[src/rtl/pll_lock_det_pkg.sv]
// Shared types and default constants for the PLL lock detector.
package pll_pkg;

    typedef enum logic [1:0] {
        ST_IDLE    = 2'd0,
        ST_ACQUIRE = 2'd1,
        ST_LOCKED  = 2'd2
    } lock_state_t;

    localparam int WIN       = 1024;
    localparam int TOL       = 2;
    localparam int LOCK_CNT  = 4;
    localparam int BRAKE_TOL = 16;
    localparam int CW        = 12;

endpackage

[src/rtl/pll_lock_det_sync_edge.sv]
// Two-flop synchronizer for the feedback toggle plus a history flop for
// any-polarity edge detection; free-running independent of enable.
module pll_sync_edge (
    input  logic i_clk,
    input  logic i_rst_n,
    input  logic i_async,
    output logic o_level,
    output logic o_edge
);

    logic r_s1;
    logic r_s2;
    logic r_s3;

    always_ff @(posedge i_clk or negedge i_rst_n) begin
        if (!i_rst_n) begin
            r_s1 <= 1'b0;
            r_s2 <= 1'b0;
            r_s3 <= 1'b0;
        end else begin
            r_s1 <= i_async;
            r_s2 <= r_s1;
            r_s3 <= r_s2;
        end
    end

    assign o_level = r_s2;
    assign o_edge  = r_s2 ^ r_s3;

endmodule

[src/rtl/pll_lock_det.sv]
// PLL lock detector: counts feedback toggles per refclk window and tracks lock.
// Define LOCK_DET_BRAKE_EN to enable the overshoot brake request on brake_req.
module pll_lock_det
    import pll_pkg::*;
#(
    parameter int WIN       = pll_pkg::WIN,
    parameter int TOL       = pll_pkg::TOL,
    parameter int LOCK_CNT  = pll_pkg::LOCK_CNT,
    parameter int BRAKE_TOL = pll_pkg::BRAKE_TOL,
    parameter int CW        = pll_pkg::CW
) (
    input  logic          refclk,
    input  logic          resetn,
    input  logic          enable,
    input  logic          fb_tgl,
    output logic          locked,
    output logic          lock_lost,
    output logic [CW-1:0] fb_count,
    output logic          count_valid,
    output logic          brake_req
);

    localparam int WW = $clog2(WIN);
    localparam int GW = (LOCK_CNT > 1) ? $clog2(LOCK_CNT) : 1;

    // Lower bound clamps at zero so a wide tolerance cannot underflow.
    localparam logic [31:0] L_GOOD_LO = (WIN / 4 > TOL) ? 32'(WIN / 4 - TOL) : 32'd0;
    localparam logic [31:0] L_GOOD_HI = 32'(WIN / 4 + TOL);

    if (WIN < 16 || (WIN % 4) != 0 || TOL < 0 || LOCK_CNT < 1 || BRAKE_TOL < 0 || CW < 1)
    begin : g_bad_param
        $error("pll_lock_det: illegal parameter set");
    end

    lock_state_t   r_state;
    lock_state_t   w_state_nxt;
    logic [WW-1:0] r_wcnt;
    logic [CW-1:0] r_ecnt;
    logic [GW-1:0] r_gcnt;
    logic [GW-1:0] w_gcnt_nxt;
    logic [CW-1:0] r_fb_count;
    logic          r_cv;
    logic          r_lost;

    logic          w_edge;
    logic          w_win_end;
    logic [CW-1:0] w_total;
    logic [31:0]   w_total32;
    logic          w_good;
    logic          w_lose;

    pll_sync_edge u_sync (
        .i_clk   (refclk),
        .i_rst_n (resetn),
        .i_async (fb_tgl),
        .o_level (),
        .o_edge  (w_edge)
    );

    always_ff @(posedge refclk or negedge resetn) begin
        if (!resetn) r_state <= ST_IDLE;
        else         r_state <= w_state_nxt;
    end

    always_comb begin
        w_win_end   = (r_state != ST_IDLE) && enable && (r_wcnt == WW'(WIN - 1));
        // Edge on the window-end cycle belongs to the closing window; saturate.
        w_total     = (r_ecnt == '1) ? r_ecnt : r_ecnt + CW'(w_edge);
        w_total32   = 32'(w_total);
        w_good      = (w_total32 >= L_GOOD_LO) && (w_total32 <= L_GOOD_HI);
        w_state_nxt = r_state;
        w_gcnt_nxt  = r_gcnt;
        w_lose      = 1'b0;
        case (r_state)
            ST_IDLE: begin
                w_gcnt_nxt = '0;
                if (enable) w_state_nxt = ST_ACQUIRE;
            end
            ST_ACQUIRE: begin
                if (!enable) begin
                    w_state_nxt = ST_IDLE;
                    w_gcnt_nxt  = '0;
                end else if (w_win_end) begin
                    if (!w_good) begin
                        w_gcnt_nxt = '0;
                    end else if (r_gcnt == GW'(LOCK_CNT - 1)) begin
                        w_state_nxt = ST_LOCKED;
                        w_gcnt_nxt  = '0;
                    end else begin
                        w_gcnt_nxt = r_gcnt + 1'b1;
                    end
                end
            end
            ST_LOCKED: begin
                w_gcnt_nxt = '0;
                if (!enable) begin
                    w_state_nxt = ST_IDLE;
                end else if (w_win_end && !w_good) begin
                    w_state_nxt = ST_ACQUIRE;
                    w_lose      = 1'b1;
                end
            end
            default: begin
                w_state_nxt = ST_IDLE;
                w_gcnt_nxt  = '0;
            end
        endcase
    end

    always_ff @(posedge refclk or negedge resetn) begin
        if (!resetn) begin
            r_wcnt     <= '0;
            r_ecnt     <= '0;
            r_gcnt     <= '0;
            r_fb_count <= '0;
            r_cv       <= 1'b0;
            r_lost     <= 1'b0;
        end else begin
            r_gcnt <= w_gcnt_nxt;
            r_cv   <= w_win_end;
            r_lost <= w_lose;
            if (w_win_end) r_fb_count <= w_total;
            if (r_state == ST_IDLE || !enable || w_win_end) begin
                r_wcnt <= '0;
                r_ecnt <= '0;
            end else begin
                r_wcnt <= r_wcnt + 1'b1;
                r_ecnt <= w_total;
            end
        end
    end

`ifdef LOCK_DET_BRAKE_EN
    localparam logic [31:0] L_BRAKE_HI = 32'(WIN / 4 + BRAKE_TOL);

    logic r_brake;

    always_ff @(posedge refclk or negedge resetn) begin
        if (!resetn) r_brake <= 1'b0;
        else         r_brake <= w_win_end && (w_total32 > L_BRAKE_HI);
    end

    assign brake_req = r_brake;
`else
    assign brake_req = 1'b0;
`endif

    assign locked      = (r_state == ST_LOCKED);
    assign lock_lost   = r_lost;
    assign count_valid = r_cv;
    assign fb_count    = r_fb_count;

endmodule

[config.mk]
export PLATFORM = sky130hd
export DESIGN_NAME = pll_lock_det
export DESIGN_NICKNAME = d
export VERILOG_FILES = /design/src/rtl/pll_lock_det_pkg.sv /design/src/rtl/pll_lock_det_sync_edge.sv /design/src/rtl/pll_lock_det.sv
export SDC_FILE = /design/constraint.sdc
export NUM_CORES = 1
export LEC_CHECK = 0
export BUFFER_PORTS_ARGS = -buffer_cell sky130_fd_sc_hd__buf_2
export CORE_ASPECT_RATIO = 0.5
export CORE_MARGIN = 2
export CORE_UTILIZATION = 53
export DETAILED_ROUTE_END_ITERATION = 10
export PLACE_DENSITY_LB_ADDON = 0.3
export SLEW_MARGIN = 20
export SYNTH_ARGS = -nofsm -noshare
export SYNTH_HDL_FRONTEND = slang
export SYNTH_SLANG_ARGS = --single-unit
[constraint.sdc]
create_clock -name refclk -period 2.3 [get_ports refclk]
set_clock_uncertainty 0.2 [all_clocks]
set_input_delay 0.345 -clock refclk [delete_from_list [all_inputs] [get_ports refclk]]
set_output_delay 0.345 -clock refclk [all_outputs]
set_load 0.02 [all_outputs]
==> results_dict.tcl, run 1 <==
set metrics [dict create \
    gp_congestion 0.971 \
    cp.required_ns 2.28 \
    h-tree-depth 2 \
    clkSlewWorstSetupHoldPaths_ns 0.08 \
    die_h_um 49.5 \
    worst_setup_path_end_kind "flip-flop" \
    worstSkewPairLatency_ns 0.29 \
    die-area_um2 4700 \
    grt_overflow 0 \
    die_w_um 95 \
    rows 16 \
    finalCritPeriodShare 1.07 \
    wl_per_cell_um 14.4 \
    cts_inserted_buffers 5 \
    worst_slack_ns -0.152 \
    violations "setup timing" \
    ys_warn_count 0 \
    syn_avg_cell_area_um2 9.80 \
    ant_nets 0 \
    postSynthCellCount 224 \
    path_class "reg -> reg" \
    cts_num_sinks 43 \
    synth_top_area_frac 0.490 \
    drive_gt1_frac 0.301 \
    via_per_inst 5.42 \
    grt_pass1_vias 1723 \
    cp.arrival_ns 2.43 \
    cts_tree "built" \
    initial_core_util 0.556 \
    yosysMostFrequentCell "dfrtp_1" \
    worst_pin_slew_ns 0.536 \
    clk_root_buffer_cell "clkbuf_8" \
    nNetsFinal 277 \
    dr.pass1.iters 4 \
    leakage_uw 0.00127 \
    synth_fp_nets 232 \
    grt_pass1_wl_um 7940 \
    setup_viol 5 \
    crit_fanout 5 \
    r2r_slack_ns -0.15 \
    antenna_found_initial 0 \
    min_path_type "in -> reg" \
    powerDensity_nw_per_um2 524 \
    vias 1750 \
    grtUsageTotal 0.221 \
    core_um2 3940 \
    maxCapViolations 0 \
    post-dp-hpwl_um 3170 \
    synthArstFlopShare 1.00 \
    slew_violations 0 \
    area_growth_pct 22.1 \
    synth-edff-count 0 \
    yosys_most_used_dff "dfrtp_1" \
    yosysTopAreaCell "dfrtp_1" \
    grt_max_degree 44 \
    fill_cells 296 \
    relSlewSlack 0.642 \
    netlist_area_um2 2190 \
    synth_cell_type_count 45 \
    cts_max_path_buffers 2 \
    clock.fmax_ghz 0.408 \
    routed_wl_um 4660 \
    critPathLaunchType "flip-flop" \
    setup_tns_ns -0.595 \
    portBuffers 18 \
    drt_iter0_drc 104 \
    hold_viol 0 \
    seq_area_frac_synth 0.490 \
    ios 20 \
    ir_worst_vdd_uv 268 \
    rsz0062_at_grt "yes" \
    synth-seq-cells 43 \
    drc_errors 0 \
    synth.area.top_cells "dfrtp_1, nor2_1, nand2_1" \
    final_util 0.680 \
    status "finished with violations" \
    min_period_ns 2.45 \
    synth_commonest_cells "dfrtp_1, nor2_1, nand2_1, nand3_1, o21ai_2" \
    n_antenna_cell 0 \
]
-- cell type report --
type | instances | area, µm² | share of cell area
clock inverter | 1 | 30.0 | 0.0112
clock buffer | 6 | 72.6 | 0.0271
timing repair buffer | 50 | 339 | 0.127
sequential | 43 | 1080 | 0.401
inverter | 4 | 15.0 | 0.00560
tap | 54 | 67.6 | 0.0252
multi-input combinational | 165 | 1080 | 0.403
-- per-layer routing --
metal  track usage  wire (µm)  up-vias
met5             0          0        -
li1              -          -      857
met2         0.348       2120       60
met3        0.0459        301        4
met1         0.310       2190      829
met4        0.0725         42        0
-- kinds of logic after synthesis --
| family | share of synthesized area |
|---|---|
| other cells | 0.00171 |
| compound gates | 0.123 |
| buf+inv | 0.0456 |
| simple gates | 0.262 |
| fa+ha+maj | 0.0228 |
| xor+xnor | 0.0439 |
| flops | 0.490 |
| mux | 0.0114 |
-- path summary, 6_finish.rpt --
kind | from | to | cells after the start
setup reg to reg | u_sync.r_s3 | r_state[0] | 10
max in group asynchronous | resetn | r_wcnt[1] | 3
min in group asynchronous | resetn | fb_count[7] | 3
hold / removal | enable | r_state[0] | 2
hold reg to reg | u_sync.r_s1 | u_sync.o_level | 0
setup / recovery | u_sync.r_s3 | r_state[0] | 10
-- metrics by stage --
step                instance area, µm²  total power (µW)  setup slack, ns  std cells  hold WS [ns]
global placement                  2480               843          -0.0789        311         0.161
finish                            2680              1410           -0.152        323         0.119
floorplan                         2210               812           0.0123        224        -0.151
detailed placement                2480               845           -0.203        311         0.145
CTS                               2650              1410           -0.111        323         0.113
global route                      2680              1470           -0.224        323         0.101
-- repair_timing --
item	CTS	global route
setup endpoints to repair	5	5
hold buffers	2	0
setup buffers	3	0
gates resized for setup	7	5
hold endpoints to repair	44	0
pin swaps	3	6
-- placed cells by master, fill, tap and decap left out, types with 2 or more instances in the layout --
| cell type | count |
|---|---|
| a21oi_1 | 5 |
| a22o_1 | 2 |
| a31oi_1 | 3 |
| and3_1 | 4 |
| buf_2 | 18 |
| buf_4 | 29 |
| clkbuf_8 | 5 |
| dfrtp_1 | 43 |
| dlygate4sd3_1 | 2 |
| ha_1 | 2 |
| ha_4 | 2 |
| inv_1 | 3 |
| nand2_1 | 28 |
| nand2b_1 | 2 |
| nand3_1 | 14 |
| nand4_1 | 4 |
| nand4_4 | 3 |
| nor2_1 | 30 |
| nor2b_1 | 3 |
| nor3_1 | 4 |
| nor3_2 | 3 |
| o211a_1 | 2 |
| o21ai_0 | 8 |
| o21ai_1 | 3 |
| o21ai_2 | 8 |
| o31ai_1 | 2 |
| or2_1 | 2 |
| xnor2_1 | 4 |
| xor2_1 | 6 |
-- registers in the layout, indices dropped and copies added (netlist names) --
register	flops
r_state	2
r_ecnt	12
count_valid	1
u_sync.r_s3	1
u_sync.o_level	1
u_sync.r_s1	1
r_gcnt	2
fb_count	12
lock_lost	1
r_wcnt	10
-- worst max-delay path: stages, from the launching register on --
cell	delay [ns]
dfrtp_1	0.41
xor2_2	0.27
ha_4	0.22
buf_6	0.11
and4_4	0.21
nand2_2	0.06
mux2i_2	0.25
nand3_1	0.13
nor2_2	0.18
o21ai_4	0.09
o211a_1	0.21
-- power by group --
part / total [µW] / switching, µW / internal [µW]
Combinational: 72.5 / 43.8 / 28.7
Sequential: 771 / 9.13 / 762
Clock: 561 / 243 / 318
Note: power is estimated with default switching activity, not from simulation.
==> run 2: changes to the inputs <==
ABC_AREA = 1   (was not set)
==> run 2 against run 1 <==
  * The flow still finishes with violations (setup timing)
  * Register-to-register slack improved by 0.13 ns
  * Power increased by 0.16%
  * Cell count increased by 13%
  * First-iteration DRC count decreased by 0.96%
  * Sequential power increased by 3.6%
  * Critical path depth increased by 4
  * Area after synthesis increased by 3.1%
  * Largest power group unchanged
  * Highest routed layer unchanged
==> results_dict.tcl, run 2 <==
set metrics [dict create \
    status "finished with violations" \
    violations "setup timing" \
    ios 20 \
    via_per_inst 4.92 \
    worst_setup_path_end_kind "flip-flop" \
    dr.pass1.iters 4 \
    clkSlewWorstSetupHoldPaths_ns 0.08 \
    slew_violations 0 \
    cp_top_family "simple AND/OR/NAND/NOR gates" \
    leakage_uw 0.00133 \
    synth_commonest_cells "nand2_1, dfrtp_1, inv_1, nor2_1, nand3_1" \
    crit_fanout 4 \
    reg2reg_depth 14 \
    crit_chain "xor2_2 -> ha_2 -> nand2_2 -> nor2_4 -> nand3_1 -> nand3_2 -> nand2_1 -> nor2_1 -> nand2_1 -> nand2_2 -> nand3_2 -> a21oi_2 -> inv_1 -> o31ai_2" \
    cp.required_ns 2.31 \
    syn_avg_cell_area_um2 8.11 \
    wl_per_cell_um 12.6 \
    synthArstFlopShare 1.00 \
    grt_pass1_wl_um 7940 \
    maxCapViolations 0 \
    placed_cell_area_um2 2430 \
    cp.arrival_ns 2.33 \
    h-tree-depth 2 \
    max_stage_delay_ns 0.41 \
    seq_area_frac_synth 0.475 \
    ant_nets 0 \
    hold_viol 0 \
    synth_top_area_frac 0.475 \
    cp_slowest_cell "dfrtp_1" \
    yosysTopAreaCell "dfrtp_1" \
    relSlewSlack 0.635 \
    die_h_um 50.2 \
    synth_compound_area_frac 0.0724 \
    yosysMostFrequentCell "nand2_1" \
    grt_overflow 0 \
    worstSkewPairLatency_ns 0.29 \
    synth-simple-area-share 0.322 \
    clock.fmax_ghz 0.430 \
    cts_num_sinks 43 \
    worst_pin_slew_ns 0.547 \
    cts_inserted_buffers 5 \
    path_class "reg -> reg" \
    area_growth_pct 15.0 \
    setup_viol 2 \
    die_w_um 96.4 \
    min_period_ns 2.32 \
    synth.area.top_cells "dfrtp_1, nand2_1, inv_1" \
    synth.area.mux_share 0 \
    grt_pass1_vias 1736 \
    synth_cell_type_count 33 \
    core_um2 4000 \
    vias 1796 \
    clk_root_buffer_cell "clkbuf_8" \
    final_cell_mix "nand2_1, dfrtp_1, inv_1, nor2_1, buf_2" \
    drc_errors 0 \
    die-area_um2 4840 \
    stdcell_area_um2 2600 \
    critPathBufInv 1 \
    routed_wl_um 4590 \
    min_path_type "in -> reg" \
    cts_tree "built" \
    finalCritPeriodShare 1.01 \
    n_antenna_cell 0 \
    critPathLaunchType "flip-flop" \
    grt_max_degree 44 \
    synth_xor_xnor_area_share 0.0193 \
    postSynthCellCount 279 \
    powerDensity_nw_per_um2 541 \
    post-dp-hpwl_um 3350 \
    cts_max_path_buffers 2 \
    netlist_area_um2 2260 \
    synth_adder_area_share 0.0221 \
    ys_warn_count 0 \
    grtUsageTotal 0.218 \
    initial_core_util 0.565 \
    ir_worst_vdd_uv 310 \
    worst_slack_ns -0.0245 \
    yosys_most_used_dff "dfrtp_1" \
    synth_top_family_by_area "simple AND/OR/NAND/NOR gates" \
    synth_fp_nets 287 \
    synth-seq-cells 43 \
    final_common_cell "nand2_1" \
    hold_depth 3 \
    fin_hold_ws_ns 0.144 \
    drive_gt1_frac 0.267 \
    rsz0062_at_grt "yes" \
    cp.depth 14 \
    antenna_found_initial 0 \
    portBuffers 18 \
    synth-edff-count 0 \
    nNetsFinal 318 \
    rows 16 \
    drt_iter0_drc 103 \
    gp_congestion 0.925 \
]
## run 2: worst paths after layout
path,from,endpoint,slack (ns)
min in group asynchronous,resetn,r_wcnt[5],0.47
worst min-delay path,enable,r_state[0],0.14
worst max-delay path,u_sync.r_s3,r_state[1],-0.02
worst max register to register,u_sync.r_s3,r_state[1],-0.02
max in group asynchronous,resetn,fb_count[2],1.07
worst min register to register,u_sync.r_s1,u_sync.o_level,0.16
## run 2: kinds of logic after synthesis
logic type | count (synthesis)
adders and majority gates | 4
other | 1
xor gates and xnor gates | 5
AOI/OAI and AO/OA | 27
buffers and inverters | 45
and+or+nand+nor | 154
DFF | 43
## run 2: final cells by class
class / instances / area [µm²]
tap: 54 / 67.6
sequential: 43 / 1080
inverter: 40 / 156
fill: 326 / 1400
multi-input combinational: 191 / 1040
timing repair buffer: 29 / 178
clock inverter: 1 / 5.00
clock buffer: 7 / 76.3
## run 2: power breakdown
group | internal (µW) | switching, µW
logic | 45.8 | 97.7
registers | 780 | 19.0
clock network | 213 | 251
total | 1040 | 368
## run 2: per-stage QoR
step / setup TNS [ns] / cells / util / worst slack (ns) / total power [µW]
2_1_floorplan: 0 / 279 / - / 0.184 / 897
5_1_grt: -1.02 / 365 / 0.650 / -0.202 / 1470
4_1_cts: 0 / 363 / 0.638 / 0.0117 / 1410
3_3_place_gp: 0 / 353 / 0.606 / 0.0241 / 946
6_report: -0.0445 / 365 / 0.650 / -0.0245 / 1410
3_5_place_dp: -0.0777 / 353 / 0.606 / -0.0505 / 950
## run 2: worst reg2reg max path, stage by stage, from the launching register on
cell and delay, ns:
dfrtp_1 0.41, xor2_2 0.20, ha_2 0.24, nand2_2 0.07, nor2_4 0.11, nand3_1 0.13
nand3_2 0.12, nand2_1 0.05, nor2_1 0.15, nand2_1 0.10, nand2_2 0.09, nand3_2 0.10
a21oi_2 0.15, inv_1 0.06, o31ai_2 0.05
## run 2: what timing repair did
item                       CTS  global route
setup endpoints to repair    3            25
pin swaps                    0             6
resized for setup            8            12
gates cloned                 0             0
buffers inserted             0             2
hold buffers                 2             0
hold endpoints to repair    44             0
## run 2: layer usage
layer,wire [µm],track usage
met5,0,0
met4,44,0.0751
met1,2220,0.322
met2,2140,0.318
met3,189,0.0465
